**config.mk**
```make
export PLATFORM = sky130hd
export DESIGN_NAME = sync_fifo
export DESIGN_NICKNAME = d
export VERILOG_FILES = /design/src/rtl/fifo_pkg.sv /design/src/rtl/fifo_mem.sv /design/src/rtl/sync_fifo.sv
export SDC_FILE = /design/constraint.sdc
export NUM_CORES = 1
export LEC_CHECK = 0
export CORE_MARGIN = 4
export CORE_UTILIZATION = 58
export CTS_CLUSTER_SIZE = 40
export DETAILED_ROUTE_END_ITERATION = 8
export PLACE_DENSITY_LB_ADDON = 0.15
export SLEW_MARGIN = 15
export SYNTH_ARGS = -nofsm -noshare
export SYNTH_HDL_FRONTEND = slang
export SYNTH_SLANG_ARGS = --single-unit
```
**constraint.sdc**
```tcl
create_clock -name clk -period 3.3 [get_ports clk]
set_input_delay 0.33 -clock clk [delete_from_list [all_inputs] [get_ports clk]]
set_output_delay 0.33 -clock clk [all_outputs]
set_load 0.03 [all_outputs]
```
**src/rtl/fifo_pkg.sv**
```systemverilog
// Constants shared by the FIFO, its storage and any bench or integrator.
package fifo_pkg;
  localparam int DATA_WIDTH  = 8;
  localparam int DEPTH       = 8;
  localparam int ADDR_WIDTH  = $clog2(DEPTH);
  localparam int COUNT_WIDTH = ADDR_WIDTH + 1;
endpackage

```
**src/rtl/fifo_mem.sv**
```systemverilog
// DEPTH x DATA_WIDTH register file: synchronous write port, combinational read port.
module fifo_mem
  import fifo_pkg::*;
(
  input  logic                  clk,
  input  logic                  we,
  input  logic [ADDR_WIDTH-1:0] waddr,
  input  logic [DATA_WIDTH-1:0] wdata,
  input  logic [ADDR_WIDTH-1:0] raddr,
  output logic [DATA_WIDTH-1:0] rdata
);

  logic [DATA_WIDTH-1:0] mem [DEPTH];

  always_ff @(posedge clk) begin
    if (we) begin
      mem[waddr] <= wdata;
    end
  end

  assign rdata = mem[raddr];

endmodule

```
**src/rtl/sync_fifo.sv**
```systemverilog
// Single-clock byte FIFO: pointers, occupancy count, flag decode and the
// registered data_out; storage lives in fifo_mem.
module sync_fifo
  import fifo_pkg::*;
(
  input  logic                  clk,
  input  logic                  reset,
  input  logic                  write_en,
  input  logic                  read_en,
  input  logic [DATA_WIDTH-1:0] data_in,
  output logic [DATA_WIDTH-1:0] data_out,
  output logic                  full,
  output logic                  empty
);

  localparam logic [COUNT_WIDTH-1:0] COUNT_FULL = COUNT_WIDTH'(DEPTH);
  localparam logic [COUNT_WIDTH-1:0] COUNT_ONE  = COUNT_WIDTH'(1);
  localparam logic [ADDR_WIDTH-1:0]  PTR_ONE    = ADDR_WIDTH'(1);

  logic [ADDR_WIDTH-1:0]  wr_ptr;
  logic [ADDR_WIDTH-1:0]  rd_ptr;
  logic [COUNT_WIDTH-1:0] count;
  logic [COUNT_WIDTH-1:0] count_next;
  logic [DATA_WIDTH-1:0]  rdata;
  logic                   wr_ok;
  logic                   rd_ok;
  logic                   mem_we;

  // Flags depend only on registered count, so both requests see pre-edge state.
  assign empty = (count == '0);
  assign full  = (count == COUNT_FULL);
  assign wr_ok = write_en & ~full;
  assign rd_ok = read_en & ~empty;

  // A write coinciding with reset must not land in storage.
  assign mem_we = wr_ok & ~reset;

  fifo_mem u_mem (
    .clk   (clk),
    .we    (mem_we),
    .waddr (wr_ptr),
    .wdata (data_in),
    .raddr (rd_ptr),
    .rdata (rdata)
  );

  always_comb begin
    count_next = count;
    unique case ({wr_ok, rd_ok})
      2'b10:   count_next = count + COUNT_ONE;
      2'b01:   count_next = count - COUNT_ONE;
      default: count_next = count;
    endcase
  end

  always_ff @(posedge clk) begin
    if (reset) begin
      wr_ptr   <= '0;
      rd_ptr   <= '0;
      count    <= '0;
      data_out <= '0;
    end else begin
      count <= count_next;
      if (wr_ok) begin
        wr_ptr <= wr_ptr + PTR_ONE;
      end
      if (rd_ok) begin
        rd_ptr   <= rd_ptr + PTR_ONE;
        data_out <= rdata;
      end
    end
  end

endmodule

```
==> results of run 1 <==
==> metrics by stage <==
step / hold WS [ns] / utilization (%)
2_1_floorplan: 0.429 / -
3_3_place_gp: 0.479 / 65.6
3_5_place_dp: 0.492 / 65.6
4_1_cts: 0.510 / 69.6
5_1_grt: 0.546 / 69.6
6_report: 0.501 / 69.6
==> state kept, by name, indices dropped and copies added, names as in the netlist <==
| name | cells |
|---|---|
| u_mem.mem | 64 |
| data_out | 8 |
| count | 4 |
| wr_ptr | 3 |
| rd_ptr | 3 |
==> cell type report <==
type / count / share of cell area (%)
clock buffers: 9 / 3.23
clock inverters: 7 / 2.64
inverters: 4 / 0.392
multi-input cells: 97 / 24.2
flip-flops and latches: 82 / 59.5
well taps: 72 / 2.35
repair buffers: 32 / 7.63
==> logic make-up after synthesis <==
kind of cell / Yosys count / share of synthesized area, %
adders and majority gates: 6 / 2.51
DFF: 82 / 69.4
muxes: 17 / 11.3
buffers and inverters: 14 / 2.39
xor gates and xnor gates: 6 / 1.83
AOI/OAI and AO/OA: 16 / 3.12
and+or+nand+nor: 52 / 9.54
==> final timing paths <==
check	from	to	slack, ns	cells past startpoint
setup / recovery	count[0]	count[3]	0.48	8
hold / removal	data_out[7]	data_out[7]	0.50	2
setup reg to reg	count[0]	count[3]	0.48	8
hold reg to reg	data_out[7]	data_out[7]	0.50	2
==> layer usage <==
metal | vias to the layer above | share of wire (%) | GRT usage [%]
li1 | 824 | - | -
met1 | 884 | 41 | 21.1
met2 | 44 | 54 | 31.5
met3 | 9 | 4.0 | 5.65
met4 | 0 | 1.1 | 6.24
met5 | - | 0 | 0
==> layout by cell type (no fill, tap or decap), types with 2 or more instances in the layout <==
| cell | count |
|---|---|
| a21oi_1 | 5 |
| buf_4 | 11 |
| bufinv_16 | 2 |
| clkbuf_8 | 9 |
| clkdlybuf4s50_1 | 21 |
| dfxtp_1 | 18 |
| edfxtp_1 | 64 |
| ha_1 | 5 |
| inv_1 | 4 |
| mux4_2 | 16 |
| nand2_1 | 3 |
| nand3_1 | 3 |
| nor2_1 | 23 |
| nor3_1 | 3 |
| nor3_2 | 8 |
| nor4_1 | 2 |
| o22ai_1 | 8 |
| xor2_1 | 4 |
==> power by group through the flow <==
stage	clock network [mW]	registers [mW]	logic (mW)
final	0.781	1.29	0.840
after global routing	0.855	1.30	0.912
after CTS	0.802	1.29	0.852
after detailed placement	0	1.31	0.848
after global placement	0	1.30	0.820
after floorplan	0	1.37	0.563
==> critical path: cells and delay by family, from the launching register on <==
kind	cells	cell delay (ns)
AND/OR/NAND/NOR	3	1.39
adder cells (fa/ha/maj)	2	0.50
AO/OA/AOI/OAI	3	0.49
flip-flops	1	0.37
==> metrics.md, run 1 <==
| Metric | Value |
|---|---|
| Outcome | completed |
| CTS Root Cell | clkbuf_8 |
| Max FO, Critical Path | 7 |
| Worst-case clock buffer depth | 2 |
| Gp weighted congestion | between 0.7 and 0.8 |
| Footprint of the multi-input gates | 930 sq um |
| Post-DP HPWL | approximately 3800 microns |
| Most common cell in the synthesized netlist | edfxtp_1 |
| Combinational power share | a little under 30% |
| Final Instance Area | ~3800 sq um |
| Clock share of power | between 20% and 30% |
| Crit-path cells | or4b_1, nand2_8, ha_1, ha_1, a21oi_1, a21oi_1, or4_1, a21oi_1 |
| Switching Fraction | between 30 and 40% |
| Antenna violations before repair | 0 |
| DRT iter0 DRCs | about 150 |
| Clock latency on the worst-skew pair | between 0.3 and 0.4 ns |
| Worst setup SP type | flip-flop |
| Post-CTS Resized | 0 |
| Diodes inserted | 0 |
| CTS Hold Bufs | 0 |
| Total congestion overflow | 0 |
| Placed cell area | 3610 sq um |
| Minimum clock period | 2.82 ns |
| Worst slack at placement | ~0.52 ns |
| Top cells by area, synth | edfxtp_1 58%, dfxtp_1 11%, mux4_2 11%, nor2_1 2.6%, nor3_2 2.4% |
| Synth Warn # | 0 |
| RSZ-0062 raised after global routing | false |
| Most used cell, CP | a21oi_1 |
| CTS Buf Count | 9 |
| Final WS setup | 0.480 ns |
| Average size of a mapped cell | between 15 and 20 sq um |
| Number of synthesized flops with an enable pin | 64 |
| Seq. cell area | 2280 sq um |
| I/O Buffers | 21 |
| Clock Sinks | just over 80 |
| Layout net count | between 200 and 250 |
| Num rows | 27 |
| Post-synth net total | roughly 210 |
| Final ANT Viol Nets | 0 |
| FF+latch count, synth | slightly above 80 |
| PD cells | around 760 nW/um^2 |
| Die ar. | ~7000 sq um |
| Setup crit end kind | flip-flop |
| Final setup violation count | 0 |
| Placed instance count | ~290 |
| Routed wire length | around 5800 microns |
| CP Data Arrival Time | ~3.1 ns |
| Period utilization | a little under nine tenths |
| Die Ht | around 83 microns |
| Post-CTS Setup Bufs | 0 |
| Hold Fails Final Rpt | 0 |
| Post-synth ARST share | 0% |
| Max Transition Viols Final | 0 |
| Worst Skew | 0.00730 ns |
| Share of cells above drive strength 1 | 24.7% |
| HP Class | reg -> reg |
| DRC viols | 0 |
| Worst-Margin Slew | 0.846 ns |
| Yosys top cell area share | 58.4% |
| Initial Util | between 50% and 60% |
| TritonCTS clock tree | done |
| LEAKAGE | 1.27 nW |
| Most common library cells after synthesis | 64 x edfxtp_1, 23 x nor2_1, 18 x dfxtp_1, 16 x mux4_2 |
| Largest net degree at the start of global routing | 19 |
| Overall power | ~2.9 mW |
| Flop pwr share | between 40% and 50% |
| Synth Flop Type | edfxtp_1 |
| Gate Count Post-Synth | just under 200 |
| Largest stage delay on the critical path | between 0.7 and 0.8 ns |
| Sum of negative setup slack | 0 ns |
| Clock transition at the registers of the reported paths | ~0.080 ns |
| Placeable Area | ~5500 sq um |
| DR WL/cell | 19.2 microns |
| Die Wd | roughly 83 microns |
| MaxCap Viol Count | 0 |
| Slowest CP cell | or4b_1 |
| Leading area contributor after synthesis | edfxtp_1 |
| Crit Path Class | reg -> reg |
| Final Non-Filler Cells | slightly above 300 |
| Achievable frequency | around 350 MHz |
| Switching power | slightly below 0.9 mW |
| # IOs | 22 |
| Rel. slew slack | roughly 44% |
| Vias per cell | about 5.8 |
| DRT Pass-1 Iters | 4 |
| Worst VDD drop | 0.482 mV |
| CTS H-tree depth | 3 |
| Synth unique cells | 36 |
| Register area share after synthesis | between 60 and 70% |
| Post-Syn Area | ~3300 sq um |
| Fill cell total of the finished layout | 360 |
| Worst endpoint required time | approximately 3.6 ns |
| Pint | between 2 and 2.5 mW |
| Via count | 1761 |
| Vias in the first global route | around 1800 |
| Gr usage total | between 10% and 20% |
| Global-route wire length before repair | roughly 9300 microns |
| Area delta synth->final | 16.5% |
No activity file was read; power rests on OpenSTA's default activity.
==> inputs of run 2 (changes only) <==
==> constraint.sdc (replaced) <==
create_clock -name clk -period 3.3 [get_ports clk]
set_input_delay 0.33 -clock clk [delete_from_list [all_inputs] [get_ports clk]]
set_output_delay 0.33 -clock clk [all_outputs]
set_load 0.01 [all_outputs]
==> results of run 2 <==
The final DEF is identical to that of run 1. Status: completed.
Main changes from that run: total power 2.91 mW -> 2.82 mW
==> inputs of run 3 (changes only) <==
--- a/config.mk
+++ b/config.mk
@@ -10,6 +10,7 @@
 export CTS_CLUSTER_SIZE = 40
 export DETAILED_ROUTE_END_ITERATION = 8
 export PLACE_DENSITY_LB_ADDON = 0.15
+export SETUP_SLACK_MARGIN = 0.5
 export SLEW_MARGIN = 15
 export SYNTH_ARGS = -nofsm -noshare
 export SYNTH_HDL_FRONTEND = slang
==> run 3 against run 2 <==
Against the previous run: non-clock buffer count did not move; global-route usage unchanged; clock skew is 0.0013 ns lower; clock power about the same; critical path type unchanged.
==> metrics.md, run 3 (same netlist as run 1, synthesis figures left out) <==
| Metric | Value |
|---|---|
| Worst setup SP type | flip-flop |
| Outcome | completed |
| Via count | 1752 (-0.51%) |
| Switching Fraction | approximately 28% |
| Largest regs | u_mem.mem x64, data_out x8, count x4 |
| Worst-case clock buffer depth | 2 (unchanged) |
| Largest register FFs | 64 (unchanged) |
| Setup crit end kind | flip-flop |
| Antenna violations before repair | 0 (unchanged) |
| Global-route wire length before repair | 9330 microns (unchanged) |
| Achievable frequency | 373 MHz (+5.2%) |
| Initial Util | 59.8% (unchanged) |
| DRC viols | 0 (unchanged) |
| Worst slack at placement | 0.521 ns (unchanged) |
| Share of cells above drive strength 1 | 25.1% (+0.43 points) |
| Worst Skew | 0.00596 ns (-0.00134 ns) |
| Clock transition at the registers of the reported paths | 0.08 ns (about the same) |
| DRT Pass-1 Iters | 4 (unchanged) |
| Worst VDD drop | between 0.4 and 0.5 mV |
| Period utilization | 81.3% (-4.2 points) |
| Switching power | approximately 0.8 mW |
| Layout net count | 244 (unchanged) |
| Commonest cells after routing, fill and taps aside | 64 x edfxtp_1, 23 x nor2_1, 21 x clkdlybuf4s50_1, 18 x dfxtp_1, 16 x mux4_2 |
| Overall power | 2.83 mW |
| Pint | 2.03 mW |
| Max Transition Viols Final | 0 (unchanged) |
| Largest Register | u_mem.mem |
| LEAKAGE | 1.28 nW (+0.19%) |
| RSZ-0062 raised after global routing | false |
| Vias in the first global route | 1804 (unchanged) |
| Largest net degree at the start of global routing | 19 (unchanged) |
| Routed wire length | 5790 microns (-0.22%) |
| Gr usage total | 18.1% (unchanged) |
| Clock share of power | 27.6% |
| DR WL/cell | 19.1 microns (-0.22%) |
| Worst r2r src | count[0] |
| Post-DP HPWL | 3830 microns (unchanged) |
| CTS H-tree depth | 3 (unchanged) |
| Num rows | 27 (unchanged) |
| Rel. slew slack | 43.4% (-0.17 points) |
| Die Wd | 83.3 microns (unchanged) |
| Worst-Margin Slew | 0.848 ns (+0.00251 ns) |
| CTS Root Cell | clkbuf_8 |
| Combinational power share | about 27% |
| Flop pwr share | around 46% |
| Final ANT Viol Nets | 0 (unchanged) |
| Vias per cell | 5.78 (-0.51%) |
| HP Class | reg -> reg |
| Hold Startpoint | data_out[7] |
| Crit Path Class | reg -> reg |
| # IOs | 22 (unchanged) |
| Final WS setup | 0.618 ns (+0.139 ns) |
| Clock Sinks | 82 (unchanged) |
| Diodes inserted | 0 (unchanged) |
| TritonCTS clock tree | done |
| Hold Fails Final Rpt | 0 (unchanged) |
| Gp weighted congestion | 0.730 (unchanged) |
| CP Launch Point | count[0] |
| Placeable Area | 5510 sq um (unchanged) |
| Area delta synth->final | 16.7% (about the same) |
| Hold slack final | 0.501 ns (+0.0000740 ns) |
| Sum of negative setup slack | 0 ns (unchanged) |
| Die Ht | 83.3 microns (unchanged) |
| Leading cell type in the layout, fill and taps excluded | edfxtp_1 |
| Worst endpoint required time | 3.56 ns (about the same) |
| Clock latency on the worst-skew pair | 0.34 ns (about the same) |
| I/O Buffers | 21 (unchanged) |
| CTS Buf Count | 9 (unchanged) |
| DRT iter0 DRCs | 150 (+0.67%) |
| PD cells | between 700 and 800 nW/um^2 |
| Die ar. | 6940 sq um (unchanged) |
| Final setup violation count | 0 (unchanged) |
| MaxCap Viol Count | 0 (unchanged) |
| Total congestion overflow | 0 (unchanged) |
| Minimum clock period | 2.68 ns (-0.139 ns) |
| CP Data Arrival Time | 2.94 ns (-0.14 ns) |
| Max FO, Critical Path | 7 (unchanged) |
==> run 3: cell counts in the layout (fill, tap and decap cells not counted) <==
No cell type changed its count.
==> run 3: repair_timing <==
action,in CTS,in global routing
hold buffers,0,0
endpoints found under the setup margin,0,1
setup buffers,0,0
hold endpoints to repair,0,0
resized for setup,0,1
==> run 3: critical path: stages (launching register included) <==
cell and delay, ns:
dfxtp_1 0.37, or4b_4 0.63, nand2_8 0.14, ha_1 0.21, ha_1 0.28, a21oi_1 0.18
a21oi_1 0.11, or4_1 0.49, a21oi_1 0.19
==> run 3: metal layers <==
layer,GRT usage (%),part of all wire [%],routed length (microns)
met1,21.1,40,2320
met2,31.5,55,3160
met3,5.65,4.1,239
met4,6.24,1.2,68
met5,0,0,0
==> run 3: path summary, 6_finish.rpt <==
kind                               endpoint  slack, ns  cells after the start
worst min register to register  data_out[7]       0.50                      2
worst min-delay path            data_out[7]       0.50                      2
worst max-delay path               count[3]       0.62                      8
worst max register to register     count[3]       0.62                      8
==> run 3: metrics by stage <==
stage	instances	util [%]	cell area, sq um
4_1_cts	303	69.6	3830
2_1_floorplan	193	-	3290
3_3_place_gp	287	65.6	3610
5_1_grt	303	69.7	3840
3_5_place_dp	287	65.6	3610
6_report	303	69.7	3840
==> run 3: area by class of cell <==
class / count / area, sq um
fillers: 361 / 1670
well taps: 72 / 90.1
clock inverters: 7 / 101
inverters: 4 / 15.0
multi-input cells: 97 / 933
flip-flops and latches: 82 / 2280
repair buffers: 32 / 293
clock buffers: 9 / 124
==> run 3: power by group through the flow <==
stage | clock, mW | combinational [mW] | sequential [mW]
after floorplan | 0 | 0.542 | 1.30
after global placement | 0 | 0.735 | 1.30
after detailed placement | 0 | 0.763 | 1.31
after CTS | 0.802 | 0.766 | 1.29
after global routing | 0.855 | 0.831 | 1.30
final | 0.780 | 0.758 | 1.29
